**config.mk**
```make
export PLATFORM = sky130hd
export DESIGN_NAME = jtag_master
export DESIGN_NICKNAME = d
export VERILOG_FILES = /design/src/rtl/jtag_pkg.sv /design/src/rtl/jtag_tck_gen.sv /design/src/rtl/jtag_master.sv
export SDC_FILE = /design/constraint.sdc
export NUM_CORES = 1
export LEC_CHECK = 0
export BUFFER_PORTS_ARGS = -buffer_cell sky130_fd_sc_hd__buf_2
export CAP_MARGIN = 10
export CORE_MARGIN = 2
export CORE_UTILIZATION = 55
export DETAILED_ROUTE_END_ITERATION = 6
export PLACE_DENSITY_LB_ADDON = 0.3
export SYNTH_ARGS = -nofsm -noshare
export SYNTH_HDL_FRONTEND = slang
export SYNTH_SLANG_ARGS = --single-unit
```
**constraint.sdc**
```tcl
create_clock -name CLK -period 5.02 [get_ports CLK]
set_input_delay 1.004 -clock CLK [delete_from_list [all_inputs] [get_ports CLK]]
set_output_delay 1.004 -clock CLK [all_outputs]
set_load 0.01 [all_outputs]
```
**src/rtl/jtag_pkg.sv**
```systemverilog
// Shared definitions for the JTAG master: tracked TAP states and scan limits.
// Optional TDO capture is controlled by JTAG_MASTER_TDO_CAPTURE_EN.
package jtag_pkg;

    typedef enum logic [2:0] {
        TLR_SEQ,
        RTI,
        SEL_DR,
        SEL_IR,
        CAPTURE,
        SHIFT,
        EXIT1,
        UPDATE
    } tap_state_e;

    localparam int unsigned TLR_LEN = 5;
    localparam int unsigned MAX_LEN = 32;

endpackage

```
**src/rtl/jtag_tck_gen.sv**
```systemverilog
// TCK divider: DIV system clocks per TCK half-period, TCK parked low when idle.
// rise_o/fall_o mark the CLK cycle whose closing edge toggles TCK.
module jtag_tck_gen #(
    parameter int unsigned DIV = 5
) (
    input  logic clk_i,
    input  logic rst_ni,
    input  logic run_i,
    output logic tck_o,
    output logic rise_o,
    output logic fall_o
);

    logic [7:0] cnt_q, cnt_d;
    logic       tck_q, tck_d;
    logic       wrap;

    assign wrap   = run_i && (cnt_q == 8'(DIV - 1));
    assign rise_o = wrap && !tck_q;
    assign fall_o = wrap && tck_q;
    assign tck_o  = tck_q;

    always_comb begin
        cnt_d = cnt_q;
        tck_d = tck_q;
        if (!run_i) begin
            cnt_d = '0;
            tck_d = 1'b0;
        end else if (wrap) begin
            cnt_d = '0;
            tck_d = ~tck_q;
        end else begin
            cnt_d = cnt_q + 8'd1;
        end
    end

    always_ff @(posedge clk_i or negedge rst_ni) begin
        if (!rst_ni) begin
            cnt_q <= '0;
            tck_q <= 1'b0;
        end else begin
            cnt_q <= cnt_d;
            tck_q <= tck_d;
        end
    end

endmodule

```
**src/rtl/jtag_master.sv**
```systemverilog
// JTAG master: TAP reset sequence, then IR/DR scans of 1..32 bits on command.
// Define JTAG_MASTER_TDO_CAPTURE_EN to return captured TDO bits in rsp_data.
module jtag_master
    import jtag_pkg::*;
#(
    parameter int unsigned DIV = 5
) (
    input  logic        CLK,
    input  logic        RST_N,
    input  logic        cmd_valid,
    output logic        cmd_ready,
    input  logic        cmd_ir,
    input  logic [4:0]  cmd_len,
    input  logic [31:0] cmd_data,
    output logic        rsp_valid,
    output logic [31:0] rsp_data,
    output logic        busy,
    output logic        TCK,
    output logic        TMS,
    output logic        TDI,
    input  logic        TDO
);

    localparam logic [2:0] TLR_LAST = 3'(TLR_LEN);

    tap_state_e         state_q, state_d;
    logic [2:0]         tlr_q, tlr_d;
    logic [4:0]         bit_q, bit_d;
    logic [4:0]         len_q, len_d;
    logic               ir_q, ir_d;
    logic               scan_q, scan_d;
    logic               ready_q, ready_d;
    logic               rspv_q, rspv_d;
    logic               tms_q, tms_d;
    logic               tdi_q, tdi_d;
    logic [MAX_LEN-1:0] tx_q, tx_d;
    logic               rise, fall;

    jtag_tck_gen #(
        .DIV(DIV)
    ) u_tck (
        .clk_i (CLK),
        .rst_ni(RST_N),
        .run_i (~ready_q),
        .tck_o (TCK),
        .rise_o(rise),
        .fall_o(fall)
    );

`ifdef JTAG_MASTER_TDO_CAPTURE_EN
    logic [MAX_LEN-1:0] rx_q, rx_d;
    assign rsp_data = rx_q;
`else
    logic unused_tdo;
    assign unused_tdo = TDO;
    assign rsp_data   = '0;
`endif

    assign cmd_ready = ready_q;
    assign busy      = ~ready_q;
    assign rsp_valid = rspv_q;
    assign TMS       = tms_q;
    assign TDI       = tdi_q;

    // State advances on TCK rise; TMS/TDI for the next rise are set on TCK fall.
    always_comb begin
        state_d = state_q;
        tlr_d   = tlr_q;
        bit_d   = bit_q;
        len_d   = len_q;
        ir_d    = ir_q;
        scan_d  = scan_q;
        ready_d = ready_q;
        rspv_d  = 1'b0;
        tms_d   = tms_q;
        tdi_d   = tdi_q;
        tx_d    = tx_q;
`ifdef JTAG_MASTER_TDO_CAPTURE_EN
        rx_d    = rx_q;
`endif
        if (ready_q) begin
            if (cmd_valid) begin
                ready_d = 1'b0;
                ir_d    = cmd_ir;
                len_d   = cmd_len;
                tx_d    = cmd_data;
                bit_d   = '0;
                scan_d  = 1'b1;
                tms_d   = 1'b1;
                tdi_d   = 1'b0;
`ifdef JTAG_MASTER_TDO_CAPTURE_EN
                rx_d    = '0;
`endif
            end
        end else if (rise) begin
            unique case (state_q)
                TLR_SEQ: begin
                    if (tms_q) tlr_d = tlr_q + 3'd1;
                    else       state_d = RTI;
                end
                RTI:     if (tms_q) state_d = SEL_DR;
                SEL_DR:  state_d = tms_q ? SEL_IR : CAPTURE;
                SEL_IR:  state_d = CAPTURE;
                CAPTURE: state_d = tms_q ? EXIT1 : SHIFT;
                SHIFT: begin
`ifdef JTAG_MASTER_TDO_CAPTURE_EN
                    rx_d[bit_q] = TDO;
`endif
                    tx_d  = tx_q >> 1;
                    bit_d = bit_q + 5'd1;
                    if (tms_q) state_d = EXIT1;
                end
                EXIT1:   state_d = UPDATE;
                UPDATE:  state_d = tms_q ? SEL_DR : RTI;
            endcase
        end else if (fall) begin
            tms_d = 1'b0;
            tdi_d = 1'b0;
            unique case (state_q)
                TLR_SEQ: tms_d = (tlr_q < TLR_LAST);
                RTI: begin
                    ready_d = 1'b1;
                    rspv_d  = scan_q;
                end
                SEL_DR:  tms_d = ir_q;
                SEL_IR:  tms_d = 1'b0;
                CAPTURE: tms_d = 1'b0;
                SHIFT: begin
                    tms_d = (bit_q == len_q);
                    tdi_d = tx_q[0];
                end
                EXIT1:   tms_d = 1'b1;
                UPDATE:  tms_d = 1'b0;
            endcase
        end
    end

    always_ff @(posedge CLK or negedge RST_N) begin
        if (!RST_N) begin
            state_q <= TLR_SEQ;
            tlr_q   <= '0;
            bit_q   <= '0;
            len_q   <= '0;
            ir_q    <= 1'b0;
            scan_q  <= 1'b0;
            ready_q <= 1'b0;
            rspv_q  <= 1'b0;
            tms_q   <= 1'b1;
            tdi_q   <= 1'b0;
            tx_q    <= '0;
`ifdef JTAG_MASTER_TDO_CAPTURE_EN
            rx_q    <= '0;
`endif
        end else begin
            state_q <= state_d;
            tlr_q   <= tlr_d;
            bit_q   <= bit_d;
            len_q   <= len_d;
            ir_q    <= ir_d;
            scan_q  <= scan_d;
            ready_q <= ready_d;
            rspv_q  <= rspv_d;
            tms_q   <= tms_d;
            tdi_q   <= tdi_d;
            tx_q    <= tx_d;
`ifdef JTAG_MASTER_TDO_CAPTURE_EN
            rx_q    <= rx_d;
`endif
        end
    end

endmodule

```
======== Yosys cells after proc, flatten, opt, wreduce, memory -nomap -nowiden ========
Cells that the tools add are included.
word-level totals
  output and inout bits ................... 38
  logic and storage cells ................. 85
  input port bits ......................... 42
  register bits ........................... 63
cells by class
  reduce and logical (&&, ||, !) cells .... 14
  $add $sub $neg .......................... 3
  order comparisons ....................... 1
  bitwise operators ....................... 2
  mux-type cells .......................... 38
  equal/unequal tests ..................... 14
operators by type and width
  cell                                                 count
  2-to-1 mux 32 bit                                    4
  one-hot mux 3 bit (8 select lines)                   1
  2-to-1 mux 1 bit                                     20
  2-to-1 mux 5 bit                                     4
  2-to-1 mux 8 bit                                     2
  equality test 3 bit, second input constant           4
  2-to-1 mux 3 bit                                     4
  inequality test 2 bit, second input constant         5
  adder 8 x 1 -> 8 bit, second input constant          1
  equality test 8 x 3 -> 1 bit, second input constant  1
  nonzero test 2 bit                                   4
  equality test 3 x 2 -> 1 bit, second input constant  2
  AND reduction 3 bit                                  2
  adder 5 x 1 -> 5 bit, second input constant          1
  equality test 5 bit                                  1
  AND reduction 5 bit                                  1
  2-to-1 mux 2 bit                                     2
  one-hot mux 1 bit (4 select lines)                   1
  AND reduction 4 bit                                  1
  adder 3 x 1 -> 3 bit, second input constant          1
  equality test 3 x 1 -> 1 bit, second input constant  1
  logical AND 1 bit                                    3
  logical NOT 3 bit                                    1
  < comparator 3 bit, second input constant            1
  other kinds (3)                                      4

======== Depth between registers and ports, before layout ========
  depth after elaboration ................. 6
  depth in mapped cells ................... 8
  depth with buffers taken out ............ 6

======== Hierarchy ========
From an unflattened synthesis, not the netlist that was laid out.
unflattened totals
  cells, all modules ...................... 323
  area total of the unflattened synthesis .. 3409.5 sq um
by module, submodules not included
  module        area each (sq um)  times used  cells each  seq. area each (sq um)
  jtag_master   2956.6             1           275         1352.5
  jtag_tck_gen  452.9              1           48          225.2

======== Least setup slack after synthesis ========
OpenSTA, ideal clock, no wires.
  path kind ............................... in2reg
  start point ............................. in cmd_valid
  end point ............................... reg tx_q[13]
  data required time ...................... 4.892 ns
  path slack .............................. 3.057 ns
  library setup time ...................... 0.128 ns
  buffers on the path ..................... 2
  stages on the path ...................... 5
  arrival time ............................ 1.836 ns
  path through ............................ and2_1 > buf_2 > a41oi_4 > buf_2 > o21ai_0
between the ends
  longest elaborated chain between the ends .. 2
RTL lines
  element                          RTL line            text
  from (decl)                      jtag_master.sv:10   input logic cmd_valid,
  inequality test 2 bit (no line)  -
  AND reduction 3 bit (no line)    -
  to (signal assigned)             jtag_master.sv:165  tx_q <= tx_d;
  to (decl)                        jtag_master.sv:36   logic [MAX_LEN-1:0] tx_q, tx_d;
Every way passes these cells.
A chain may end at the register's enable or synchronous reset.

======== Worst setup path after layout ========
  start point ............................. reg ready_q (netlist: cmd_ready)
  end point ............................... out busy
between the ends
  longest elaborated chain between the ends .. 1
RTL lines
  element                   RTL line            text
  from (decl)               jtag_master.sv:32   logic ready_q, ready_d;
  from (signal assigned)    jtag_master.sv:161  ready_q <= ready_d;
  inverter 1 bit (no line)  -
  to (decl)                 jtag_master.sv:17   output logic busy,
Every way passes these cells.

==> reports/qor.yml <==
p_comb_frac: 0.275
row_count: 28
max-clock-path-buffers: 2
hold_viol: 0
cp-end-kind: "output pin"
hold_buffers: 0
routed_wl_um: 5759
synth_area_leaders: "dfrtp_1, mux2i_1, buf_4"
rsz0062_at_grt: "no"
drv_slew: 0
ant_nets: 0
hold_depth: 2
synth_area_um2: 3252
power_switching_uw: 643.4
synth-xor-area-share: 0.03771
htreeDepth: 3
cts_sinks: 63
maxCapViolCount: 0
cts_tree: "built"
grt_usage: 0.1962
peakVddDrop_uv: 267.9
p_seq_frac: 0.511
syn_avg_cell_area_um2: 10.29
post_cts.repair.setup_buffers: 0
synth_warnings: 0
max_slew_margin: 0.3338
num-fill-cells: 518
vias_per_cell: 5.123
setup_viol: 0
initial_core_util: 0.5592
synth_edf_count: 0
synth_cell_types: 45
cp-start-kind: "flop"
clock_skew_ns: 0.01104
cts_inserted_buffers: 9
hold_path.class: "flop to flop"
status: "complete, no violations"
synth_ff_type: "dfrtp_1"
grt_max_degree: 64
tightest_slew_ns: 0.9993
antenna_found_initial: 0
drc: 0
grt_pass1_wl_um: 9673
synth_compound_area_frac: 0.1004
antennaDiodeCount: 0
cts_resized: 0
intPower_uw: 1133
min_period_ns: 2.942
gp_congestion: 0.7900
grt_remaining_overflow: 0
synthArstFlopShare: 1.000
drt_iter0_drc: 104
first_pass_iters: 4
synth-seq-area-share: 0.4852
core_um2: 5816
dieArea_um2: 6543
path_class: "flop to output pin"
swShare: 0.3621
netlist_top_cells_count: "dfrtp_1, nand2_1, o21ai_0, buf_4, mux2i_1"
synthCells: 316
max_freq_mhz: 339.9
cts_root_buf: "clkbuf_8"
fin_crit_sh: 0.5860
synth_fa_ha_area_frac: 0.01539
critical_path_required_ns: 4.02
setup_tns_ns: 0
power_leakage_uw: 0.001615
yosys.area_share.simple: 0.1324
synthToLayoutAreaGrowth_pct: 9.003
vias: 2244
wl_per_cell_um: 13.15
clk_pin_slew_ns: 0.07
die_y_um: 80.89
fin_cells: 438
synth_top_area_share: 0.4771
die_x_um: 80.89
port_buffers: 46
critPathMaxFanout: 37
clk_latency_ns: 0.35
muxShareOfSynthArea: 0.1197
grt_pass1_vias: 2167
drive_gt1_frac: 0.2094
dp_hpwl_um: 3863
synth-seq-cells: 63
synth_top_family_by_area: "simple AND/OR/NAND/NOR gates"
power.share.clock: 0.214
dp_cells: 422
yosys.area.top_type: "dfrtp_1"
arrival_ns: 1.94
p_per_area_nw_per_um2: 501.3
synth.most_common_cell: "dfrtp_1"
nets: 404
ios: 80
reg2regPathDepth: 4
==> area by class of cell <==
| cell class | instances | area [um^2] | area share |
|---|---|---|---|
| clock buffer | 10 | 127.6 | 0.03600 |
| clock inverter | 6 | 37.54 | 0.01059 |
| inverter | 6 | 22.52 | 0.006354 |
| multi-input combinational | 230 | 1439 | 0.4059 |
| sequential | 63 | 1579 | 0.4455 |
| tap | 75 | 93.84 | 0.02647 |
| timing repair buffer | 48 | 245.2 | 0.06918 |
==> cell usage in the layout (no fill, tap or decap), types with 2 or more instances in the layout <==
master / count
a21oi_1: 4
and3_1: 4
buf_2: 46
buf_4: 2
clkbuf_8: 9
clkinv_2: 3
clkinvlp_4: 3
conb_1: 32
dfrtp_1: 61
ha_1: 4
inv_1: 6
mux2_2: 6
mux2i_1: 31
nand2_1: 41
nand2b_1: 2
nand3_1: 11
nand3b_1: 2
nand4_1: 3
nor2_1: 9
nor3_1: 2
o21ai_0: 41
o21ai_1: 4
or3_1: 2
xnor2_1: 6
xor2_1: 8
==> power by group through the flow <==
stage	logic, uW	clock network (uW)	registers (uW)
final	489	380	908
after global routing	582	408	942
after CTS	497	386	908
after detailed placement	497	0	913
after global placement	467	0	905
after floorplan	437	0	851
==> metrics by stage <==
| stage | area [um^2] | setup WS, ns | hold WS (ns) | power, uW | util |
|---|---|---|---|---|---|
| after floorplan | 3368 | 3.057 | 0.4261 | 1288 | - |
| after global placement | 3379 | 2.423 | 0.4456 | 1371 | 0.5811 |
| after detailed placement | 3379 | 2.401 | 0.4705 | 1410 | 0.5811 |
| after CTS | 3545 | 2.015 | 0.4871 | 1791 | 0.6095 |
| after global routing | 3545 | 1.965 | 0.4984 | 1931 | 0.6095 |
| final | 3545 | 2.078 | 0.4840 | 1777 | 0.6095 |
==> metal layers <==
metal | part of all wire | GRT usage
met1 | 0.45 | 0.2365
met2 | 0.47 | 0.3140
met3 | 0.060 | 0.07444
met4 | 0.014 | 0.08644
met5 | 0 | 0
==> cells by family (layout without fill, tap and decap cells) <==
family	Yosys count	in the layout
other	1	32
AND/OR/NAND/NOR	85	85
adder cells (fa/ha/maj)	4	4
AO/OA/AOI/OAI	57	57
XOR/XNOR	14	14
multiplexers	38	38
buffers and inverters	54	70
flip-flops	63	63
==> registers in the layout, indices dropped and copies added, names as in the netlist <==
register     flops
len_q            5
scan_q           1
TDI              1
tlr_q            3
tx_q            32
ir_q             1
u_tck.cnt_q      8
cmd_ready        1
TMS              1
rsp_valid        1
state_q          3
u_tck.tck_o      1
bit_q            5
==> worst max-delay path, cell delays in order, from the launching register on <==
cell and delay [ns]:
dfrtp_2 1.02, inv_1 0.33, buf_2 0.24
==> path summary, 6_finish.rpt <==
check                                          start                     end  slack [ns]
worst max-delay path             cmd_ready$_DFF_PN0_                    busy        2.08
worst min-delay path            tx_q[13]$_DFFE_PN0P_    tx_q[13]$_DFFE_PN0P_        0.48
worst max register to register   cmd_ready$_DFF_PN0_    tx_q[15]$_DFFE_PN0P_        2.72
worst min register to register  tx_q[13]$_DFFE_PN0P_    tx_q[13]$_DFFE_PN0P_        0.48
max in group asynchronous                      RST_N     cmd_ready$_DFF_PN0_        3.63
min in group asynchronous                      RST_N  state_q[1]$_DFFE_PN0P_        0.83
(Power assumes the default switching activity.)
